$ cat src/rtl/lfu_slot_mgr.sv
// LFU slot manager: N request channels share CAPACITY slots; on a full miss the least-used slot is evicted.
// Optional count decay every 2**AGE_SHIFT ticks is built when LFU_AGING_EN is defined.
module lfu_slot_mgr #(
   parameter  int N         = 4,
   parameter  int CAPACITY  = 3,
   parameter  int CNT_W     = 4,
   parameter  int AGE_SHIFT = 3,
   localparam int IW        = $clog2(N)
) (
   input  logic          clk,
   input  logic          rst,
   input  logic          tick,
   input  logic [N-1:0]  req,
   output logic [N-1:0]  active,
   output logic          full,
   output logic          evict_valid,
   output logic [IW-1:0] evict_idx
);

   localparam logic [CNT_W-1:0] CMAX = {CNT_W{1'b1}};

   if (N < 2 || N > 32 || CAPACITY < 1 || CAPACITY >= N ||
       CNT_W < 1 || AGE_SHIFT < 0) begin : g_bad_cfg
      $error("lfu_slot_mgr: illegal parameter set");
   end

   logic [CNT_W-1:0] cnt_q    [N];
   logic [CNT_W-1:0] cnt_base [N];
   logic [CNT_W-1:0] cnt_inc  [N];
   logic [CNT_W-1:0] cnt_d    [N];

   logic [N-1:0]     active_d;
   logic             full_d;
   logic             ev_d;
   logic [IW-1:0]    idx_d;

   logic             cand_found;
   logic [IW-1:0]    cand;
   logic             vic_found;
   logic [IW-1:0]    vic;
   logic [CNT_W-1:0] vic_cnt;
   logic [IW:0]      pop;

`ifdef LFU_AGING_EN
   localparam int AW         = AGE_SHIFT + 1;
   localparam int AGE_PERIOD = 2 ** AGE_SHIFT;

   logic [AW-1:0] age_q;
   logic [AW-1:0] age_d;
   logic          age_fire;

   always_comb begin
      age_fire = (age_q == AW'(AGE_PERIOD - 1));
      age_d    = age_fire ? '0 : age_q + AW'(1);
   end

   always_ff @(posedge clk) begin
      if (rst) begin
         age_q <= '0;
      end else if (tick) begin
         age_q <= age_d;
      end
   end
`endif

   // Decay (if built) comes first, then saturating usage increment.
   always_comb begin
      for (int i = 0; i < N; i++) begin
         cnt_base[i] = cnt_q[i];
`ifdef LFU_AGING_EN
         if (age_fire) begin
            cnt_base[i] = cnt_q[i] >> 1;
         end
`endif
         cnt_inc[i] = cnt_base[i];
         if (req[i] && cnt_base[i] != CMAX) begin
            cnt_inc[i] = cnt_base[i] + CNT_W'(1);
         end
      end
   end

   // Lowest-index requester that does not yet hold a slot.
   always_comb begin
      cand_found = 1'b0;
      cand       = '0;
      for (int i = N - 1; i >= 0; i--) begin
         if (req[i] && !active[i]) begin
            cand_found = 1'b1;
            cand       = IW'(i);
         end
      end
   end

   // Strict less-than keeps the lowest index on equal counts.
   always_comb begin
      vic_found = 1'b0;
      vic       = '0;
      vic_cnt   = '0;
      for (int i = 0; i < N; i++) begin
         if (active[i] && (!vic_found || cnt_inc[i] < vic_cnt)) begin
            vic_found = 1'b1;
            vic       = IW'(i);
            vic_cnt   = cnt_inc[i];
         end
      end
   end

   always_comb begin
      active_d = active;
      cnt_d    = cnt_inc;
      ev_d     = 1'b0;
      idx_d    = evict_idx;
      unique case (1'b1)
         (cand_found && !full): begin
            active_d[cand] = 1'b1;
         end
         (cand_found && full): begin
            active_d[vic]  = 1'b0;
            cnt_d[vic]     = '0;
            active_d[cand] = 1'b1;
            ev_d           = 1'b1;
            idx_d          = vic;
         end
         default: begin
         end
      endcase
   end

   always_comb begin
      pop = '0;
      for (int i = 0; i < N; i++) begin
         pop = pop + {{IW{1'b0}}, active_d[i]};
      end
      full_d = (pop == (IW + 1)'(CAPACITY));
   end

   always_ff @(posedge clk) begin
      if (rst) begin
         active      <= '0;
         full        <= 1'b0;
         evict_valid <= 1'b0;
         evict_idx   <= '0;
         for (int i = 0; i < N; i++) begin
            cnt_q[i] <= '0;
         end
      end else if (tick) begin
         active      <= active_d;
         full        <= full_d;
         evict_valid <= ev_d;
         evict_idx   <= idx_d;
         for (int i = 0; i < N; i++) begin
            cnt_q[i] <= cnt_d[i];
         end
      end else begin
         evict_valid <= 1'b0;
      end
   end

endmodule

$ cat config.mk
export PLATFORM = sky130hd
export DESIGN_NAME = lfu_slot_mgr
export DESIGN_NICKNAME = d
export VERILOG_FILES = /design/src/rtl/lfu_slot_mgr.sv
export SDC_FILE = /design/constraint.sdc
export NUM_CORES = 1
export LEC_CHECK = 0
export CAP_MARGIN = 20
export CORE_ASPECT_RATIO = 0.5
export CORE_MARGIN = 2
export CORE_UTILIZATION = 63
export DETAILED_ROUTE_END_ITERATION = 8
export GPL_TIMING_DRIVEN = 0
export PLACE_DENSITY = 0.85
export SYNTH_ARGS = -nofsm -noshare
export SYNTH_HDL_FRONTEND = slang
export SYNTH_SLANG_ARGS = --single-unit
export TNS_END_PERCENT = 10
$ cat constraint.sdc
create_clock -name clk -period 23 [get_ports clk]
set_input_delay 5.75 -clock clk [delete_from_list [all_inputs] [get_ports clk]]
set_output_delay 5.75 -clock clk [all_outputs]
set_load 0.005 [all_outputs]
==> results of run 1 <==
[path summary, 6_finish.rpt]
| check | start | end | slack (ns) | depth (start not counted) |
|---|---|---|---|---|
| setup / recovery | req[1] | full | 9.64 | 31 |
| hold / removal | full | full | 0.50 | 2 |
| setup reg to reg | cnt_q[1][0] | full | 14.99 | 32 |
| hold reg to reg | full | full | 0.50 | 2 |
[power by group through the flow]
| stage | clock network (mW) | registers (mW) | logic (mW) |
|---|---|---|---|
| after detailed placement | 0 | 0.0528 | 0.0321 |
| after global routing | 0.0267 | 0.0522 | 0.0365 |
| final | 0.0239 | 0.0518 | 0.0328 |
| after floorplan | 0 | 0.0522 | 0.0232 |
| after global placement | 0 | 0.0526 | 0.0305 |
| after CTS | 0.0244 | 0.0518 | 0.0325 |
[routing by layer]
layer | routed length (µm) | vias up | track usage
li1 | - | 838 | -
met1 | 2050 | 802 | 0.373
met2 | 1880 | 50 | 0.421
met3 | 266 | 8 | 0.0660
met4 | 59 | 0 | 0.0667
met5 | 0 | - | 0
[cell usage after synthesis, drive strengths merged (3+ instances only)]
cell type / instances / area, µm²
a21boi: 4 / 33.8
a21o: 4 / 30.0
a21oi: 23 / 115
a31oi: 9 / 56.3
and2: 5 / 33.8
clkbuf: 3 / 11.3
dfxtp: 8 / 160
edfxtp: 16 / 480
ha: 15 / 188
inv: 11 / 41.3
mux2: 5 / 56.3
mux2i: 7 / 70.1
nand2: 15 / 56.3
nand2b: 9 / 63.8
nand3: 7 / 35.0
nand4: 4 / 25.0
nor2: 14 / 55.1
nor2b: 4 / 25.0
nor3: 4 / 20.0
nor3b: 3 / 22.5
o21ai: 9 / 45.0
[cell families (layout without fill, tap and decap cells)]
| group | count (synthesis) | count (layout) |
|---|---|---|
| adders and majority gates | 16 | 16 |
| and+or+nand+nor | 75 | 75 |
| xor gates and xnor gates | 3 | 3 |
| DFF | 24 | 24 |
| AOI/OAI and AO/OA | 65 | 65 |
| muxes | 12 | 12 |
| buffers and inverters | 16 | 32 |
[worst max-delay path: cells and delay by family]
kind / cells / cell delay, ns
adders and majority gates: 6 / 1.88
AOI/OAI and AO/OA: 13 / 3.01
and+or+nand+nor: 8 / 1.52
buffers and inverters: 2 / 0.70
muxes: 2 / 0.66
[registers in the layout, indices dropped and copies added, names as in the netlist]
| name | count |
|---|---|
| full | 1 |
| evict_valid | 1 |
| evict_idx | 2 |
| active | 4 |
| cnt_q | 16 |
[final cells by class]
| cell class | count | area, µm² | share of cell area |
|---|---|---|---|
| buffer | 5 | 23.8 | 0.0110 |
| clock buffer | 3 | 41.3 | 0.0191 |
| inverter | 11 | 41.3 | 0.0191 |
| multi-input combinational | 171 | 1230 | 0.570 |
| sequential | 24 | 641 | 0.297 |
| tap | 40 | 50.0 | 0.0232 |
| timing repair buffer | 13 | 130 | 0.0603 |
[per-stage QoR]
step	hold slack [ns]	utilization	setup slack [ns]
finish	0.498	0.729	9.64
global placement	0.481	0.715	9.85
detailed placement	0.488	0.715	9.58
CTS	0.502	0.729	9.74
floorplan	0.465	-	11.10
global route	0.548	0.729	9.21
==> summary.md, run 1 <==
| Metric | Value |
|---|---|
| Vias | `1698` |
| Initial DRC Count | `around 120` |
| Number of H-tree levels | `1` |
| Row count | `14` |
| Area after DPL | `0.00212 mm²` |
| First-pass GRT wire length | `between 7000 and 8000 µm` |
| Setup repair bufs after CTS | `0` |
| Final period util | `0.581` |
| Startpoint Class | `input pin` |
| Largest family of logic cells by synthesized area | `compound AO/OA/AOI/OAI gates` |
| Routability Congestion | `0.888` |
| Fraction of layout cells with a size suffix above 1 | `0.0925` |
| Commonest cells after routing, fill and taps aside | `a21oi_1, edfxtp_1, nand2_1, ha_1` |
| Mux contribution to synthesized area | `0.0652` |
| Resize count post-CTS | `0` |
| Switching share of power | `0.307` |
| Final Hold Viols | `0` |
| Clk pin slew, worst setup/hold paths | `0.08 ns` |
| Die Ht | `roughly 43 µm` |
| Top-Level Pins | `15` |
| WL/cell | `15.9 µm` |
| Post-route ant nets | `0` |
| Ys Warns | `0` |
| Critical path's slowest cell | `clkdlybuf4s50_1` |
| Final setup TNS | `0 ns` |
| GRT Total Usage | `0.269` |
| Max Clk Rate | `approximately 0.075 GHz` |
| Clock tree buffer depth | `2` |
| Post-synth EDFFs | `16` |
| Number of max-cap violations | `0` |
| Via density | `6.36` |
| Reg power frac | `0.477` |
| Antenna cells | `0` |
| Post-Synthesis Cells | `about 210` |
| Peak supply drop | `between 0.04 and 0.05 mV` |
| Fin. max-slew vios | `0` |
| Final Net Count | `roughly 250` |
| Leakage power figure | `0.862 nW` |
| Worst skew pair latency | `about 0.26 ns` |
| Crit Path Class | `in -> reg` |
| CTS tree | `yes` |
| Final std cells w/o fill | `~270` |
| Post-layout min period | `roughly 13 ns` |
| FILL cells | `between 200 and 250` |
| Syn nets | `approximately 230` |
| Clock buffer count from CTS | `3` |
| DRC viols | `0` |
| Status | `finished, final reports clean` |
| Worst hold path type | `reg -> reg` |
| CP Capture Type | `flop` |
| Clock Skews | `roughly 0.0015 ns` |
| PortBufs | `13` |
| Clock power share | `0.220` |
| Vias in the first global route | `1551` |
| Flops & latches, synth | `24` |
| Int Pwr | `approximately 0.075 mW` |
| Adder-cell share of the synthesized area | `0.107` |
| PnR Total Power | `~0.11 mW` |
| Full die area | `0.00356 mm²` |
| Asr flop ratio synth | `0` |
| Relative slew slack | `0.596` |
| Ys flop type | `edfxtp_1` |
| Post-placement cell count | `roughly 260` |
| HPWL after DPL | `3330 µm` |
| Antenna violations before repair | `0` |
| Critical path data arrival time | `13.55 ns` |
| PD cells | `approximately 50 mW/mm²` |
| Detailed Route WL | `roughly 4300 µm` |
| Xor and xnor area share after synthesis | `0.0136` |
| Switch Pwr | `around 0.033 mW` |
| Most common cell after layout, fill and taps aside | `a21oi_1` |
| Worst-path maximum fanout | `10` |
| Setup-failing EPs final | `0` |
| 1st-pass router iterations | `4` |
| Clock Sinks | `24` |
| Distinct cells, synth | `54` |
| Largest net degree at the start of global routing | `17` |
| Comb pwr share | `0.302` |
| Synthesis-to-layout area growth | `11.4%` |
| Post-synthesis sequential area ratio | `0.331` |
| Worst EP required | `about 23 ns` |
| Starting density of the core | `0.654` |
| CORE AREA | `~0.0030 mm²` |
| Netlist Area Pre-Place | `around 0.0019 mm²` |
| Clk Tree Root Cell | `clkbuf_8` |
| CTS Hold Bufs | `0` |
| Crit path largest cell delay | `between 0.5 and 0.6 ns` |
| Worst-margin pin slew | `between 0.6 and 0.7 ns` |
| Synth Area in Simple Gates | `0.224` |
| DIE WIDTH | `around 82 µm` |
| Design area | `approximately 0.0022 mm²` |
| Compound-Gate Fraction of Synth Area | `0.226` |
| CP most frequent cell | `ha_1` |
| Unrepaired setup endpoints after global routing | `false` |
| Grt total ovfl | `0` |
| Post-Syn Area per Cell | `between 9 and 10 µm²` |
No activity file was read; power rests on OpenSTA's default activity.
==> run 2: changes to the inputs <==
--- a/config.mk
+++ b/config.mk
@@ -8,10 +8,10 @@
 export CAP_MARGIN = 20
 export CORE_ASPECT_RATIO = 0.5
 export CORE_MARGIN = 2
-export CORE_UTILIZATION = 63
+export CORE_UTILIZATION = 58
 export DETAILED_ROUTE_END_ITERATION = 8
 export GPL_TIMING_DRIVEN = 0
-export PLACE_DENSITY = 0.85
+export PLACE_DENSITY = 0.79
 export SYNTH_ARGS = -nofsm -noshare
 export SYNTH_HDL_FRONTEND = slang
 export SYNTH_SLANG_ARGS = --single-unit
==> constraint.sdc (replaced) <==
create_clock -name clk -period 14 [get_ports clk]
set_input_delay 3.5 -clock clk [delete_from_list [all_inputs] [get_ports clk]]
set_output_delay 3.5 -clock clk [all_outputs]
set_load 0.005 [all_outputs]
==> run 2 against run 1 <==
  * Hold slack better by 0.0040 ns
  * Critical path depth unchanged
  * Via count down 2.9%
  * Sequential cell count unchanged
  * Clock-buffer cell count unchanged
  * Register-to-register slack worse by 8.9 ns
  * Wire length down 1.3%
  * Clock skew up 0.0022 ns
  * Combinational power up 61%
  * Clock power up 69%
  * Design area unchanged
==> summary.md, run 2 (synthesis results as in run 1) <==
| Metric | Value |
|---|---|
| Status | `finished, final reports clean` |
| CTS tree | `yes` |
| FILL cells | `259 (+17%)` |
| Crit path largest cell delay | `0.52 ns (about the same)` |
| Fraction of layout cells with a size suffix above 1 | `0.0925 (unchanged)` |
| Clock buffer count from CTS | `3 (unchanged)` |
| Comb pwr share | `0.296 (-0.006)` |
| Peak supply drop | `0.0523 mV (+20%)` |
| Worst reg-to-reg setup slack | `6.11 ns (-8.88 ns)` |
| Final setup TNS | `0 ns (unchanged)` |
| Critical path data arrival time | `11.18 ns (-2.37 ns)` |
| Switching share of power | `0.308 (+0.00124)` |
| Worst Hold Depth | `2 (unchanged)` |
| Worst R2R Path Depth | `32 (unchanged)` |
| Hold Path Sink | `full` |
| Crit path from | `req[1]` |
| Via density | `6.18 (-2.9%)` |
| Detailed Route WL | `4200 µm (-1.3%)` |
| WL/cell | `15.7 µm (-1.3%)` |
| Worst EP required | `14.19 ns (-9.00 ns)` |
| DIE WIDTH | `85.7 µm (+4.0%)` |
| Worst-margin pin slew | `0.559 ns (-0.0450 ns)` |
| 1st-pass router iterations | `6 (+2)` |
| Routability Congestion | `0.891 (+0.36%)` |
| Setup-failing EPs final | `0 (unchanged)` |
| Met1 WL | `2120 µm (+3.3%)` |
| Vias in the first global route | `1545 (-0.39%)` |
| DRC viols | `0 (unchanged)` |
| GRT Total Usage | `0.242 (-0.0269)` |
| Reg power frac | `0.478 (about the same)` |
| Design area | `0.00216 mm² (unchanged)` |
| Starting density of the core | `0.625 (-0.0296)` |
| Int Pwr | `0.123 mW (+64%)` |
| Min-Delay Startpoint | `full` |
| Initial DRC Count | `70 (-39%)` |
| Final period util | `0.785` |
| Clock power share | `0.226 (+0.006)` |
| Relative slew slack | `0.626 (+0.0300)` |
| Number of H-tree levels | `1 (unchanged)` |
| Vias | `1649 (-2.9%)` |
| Most common cell after layout, fill and taps aside | `a21oi_1` |
| Leakage power figure | `0.862 nW (unchanged)` |
| Antenna violations before repair | `0 (unchanged)` |
| CTS Hold Bufs | `0 (unchanged)` |
| Setup repair bufs after CTS | `0 (unchanged)` |
| Area after DPL | `0.00212 mm² (unchanged)` |
| Max reg flops | `16 (unchanged)` |
| CP Capture Type | `flop` |
| PnR Total Power | `0.178 mW (+64%)` |
| Switch Pwr | `0.0549 mW (+65%)` |
| PD cells | `82.6 mW/mm² (+64%)` |
| Post-route ant nets | `0 (unchanged)` |
| Final Hold Viols | `0 (unchanged)` |
| Clock tree buffer depth | `2 (unchanged)` |
| Post-placement cell count | `264 (unchanged)` |
| Antenna cells | `0 (unchanged)` |
| Top Registers | `cnt_q: 16 flops, active: 4 flops, evict_idx: 2 flops` |
| Top-Level Pins | `15 (unchanged)` |
| Row count | `14 (unchanged)` |
| Max layer used | `met4` |
| Resize count post-CTS | `0 (unchanged)` |
| Crit Reg-Reg Endpoint | `full` |
| Worst skew pair latency | `0.26 ns (about the same)` |
| Die Ht | `44.9 µm (+3.8%)` |
| Clock Sinks | `24 (unchanged)` |
| Full die area | `0.00385 mm² (+8.0%)` |
| Critical path's slowest cell | `clkdlybuf4s50_1` |
| Area occupied by multi-input gates | `0.00123 mm² (unchanged)` |
| Number of max-cap violations | `0 (unchanged)` |
| CP most frequent cell | `ha_1` |
| First-pass GRT wire length | `7110 µm (-0.38%)` |
| Routed length on met3 | `187 µm (-30%)` |
| Clk Tree Root Cell | `clkbuf_8` |
| Grt total ovfl | `0 (unchanged)` |
| Critical path buffers and inverters | `2 (unchanged)` |
| Worst R2R Start | `cnt_q[1][0]` |
| Most flops, register | `cnt_q` |
| Metal2 WL | `1890 µm (+0.48%)` |
| HPWL after DPL | `3340 µm (+0.35%)` |
| Critical path's top delay family | `compound AO/OA/AOI/OAI gates` |
| Commonest cells after routing, fill and taps aside | `a21oi_1, edfxtp_1, nand2_1, ha_1` |
| Clock Skews | `0.00374 ns (+0.00225 ns)` |
| Worst-path maximum fanout | `10 (unchanged)` |
| Unrepaired setup endpoints after global routing | `false` |
| Crit Path Class | `in -> reg` |
| Synthesis-to-layout area growth | `11.4% (unchanged)` |
| Final Net Count | `252 (unchanged)` |
| Max Clk Rate | `around 0.091 GHz` |
| CORE AREA | `0.00310 mm² (+4.7%)` |
| Largest net degree at the start of global routing | `17 (unchanged)` |
| Worst hold path type | `reg -> reg` |
| Final std cells w/o fill | `267 (unchanged)` |
| Reg area | `641 µm² (unchanged)` |
| PortBufs | `13 (unchanged)` |
| Startpoint Class | `input pin` |
| Clk pin slew, worst setup/hold paths | `0.08 ns (about the same)` |
| Fin. max-slew vios | `0 (unchanged)` |
| Post-layout min period | `between 10 and 15 ns` |
## run 2: cell counts in the layout (fill, tap and decap cells not counted)
No cell type changed its count.
## run 2: metrics by stage
step,worst slack [ns],hold slack [ns],utilization
CTS,3.07,0.501,0.696
detailed placement,2.88,0.489,0.683
finish,3.01,0.502,0.696
global placement,3.01,0.480,0.683
floorplan,4.35,0.465,-
global route,2.49,0.531,0.696
## run 2: area by class of cell
type | count | area share
multi-input cells | 171 | 0.570
flip-flops and latches | 24 | 0.297
repair buffers | 13 | 0.0603
well taps | 40 | 0.0232
clock buffers | 3 | 0.0191
inverters | 11 | 0.0191
plain buffers | 5 | 0.0110
## run 2: power groups by stage
stage	Clock (mW)	Sequential, mW	Combinational [mW]
after global routing	0.0446	0.0858	0.0596
after global placement	0	0.0863	0.0506
after detailed placement	0	0.0867	0.0523
after CTS	0.0416	0.0851	0.0527
after floorplan	0	0.0858	0.0380
final	0.0403	0.0851	0.0528
## run 2: worst max-delay path by stage
stage	to	slack (ns)	cells past startpoint
2_1_floorplan	full	4.35	30
3_3_place_gp	full	3.01	31
5_1_grt	full	2.49	32
6_report	full	3.01	31
3_5_place_dp	full	2.88	31
4_1_cts	full	3.07	31
## run 2: worst register-to-register path: cells and delay by family, from the launching register on
family,cells,cell delay [ns]
buf+inv,1,0.18
simple gates,9,1.51
mux,2,0.66
flops,1,0.43
compound gates,13,2.97
fa+ha+maj,7,2.08
## run 2: metal layers
| layer | up-vias | track usage |
|---|---|---|
| li1 | 836 | - |
| met1 | 772 | 0.341 |
| met2 | 39 | 0.402 |
| met3 | 2 | 0.0512 |
| met4 | 0 | 0.0349 |
| met5 | - | 0 |
==> run 3: changes to the inputs <==
==> constraint.sdc (replaced) <==
create_clock -name clk -period 10.7 [get_ports clk]
set_input_delay 2.675 -clock clk [delete_from_list [all_inputs] [get_ports clk]]
set_output_delay 2.675 -clock clk [all_outputs]
set_load 0.005 [all_outputs]
==> results of run 3 <==
Same layout as run 2 (identical final DEF). Status: finished, final reports clean.
Main changes from that run: setup slack after placement 2.88 ns -> 0.407 ns; setup slack after layout 3.01 ns -> 0.537 ns; register-to-register setup slack 6.11 ns -> 2.81 ns; total power 0.178 mW -> 0.233 mW; worst IR drop on VDD 0.0523 mV -> 0.0684 mV
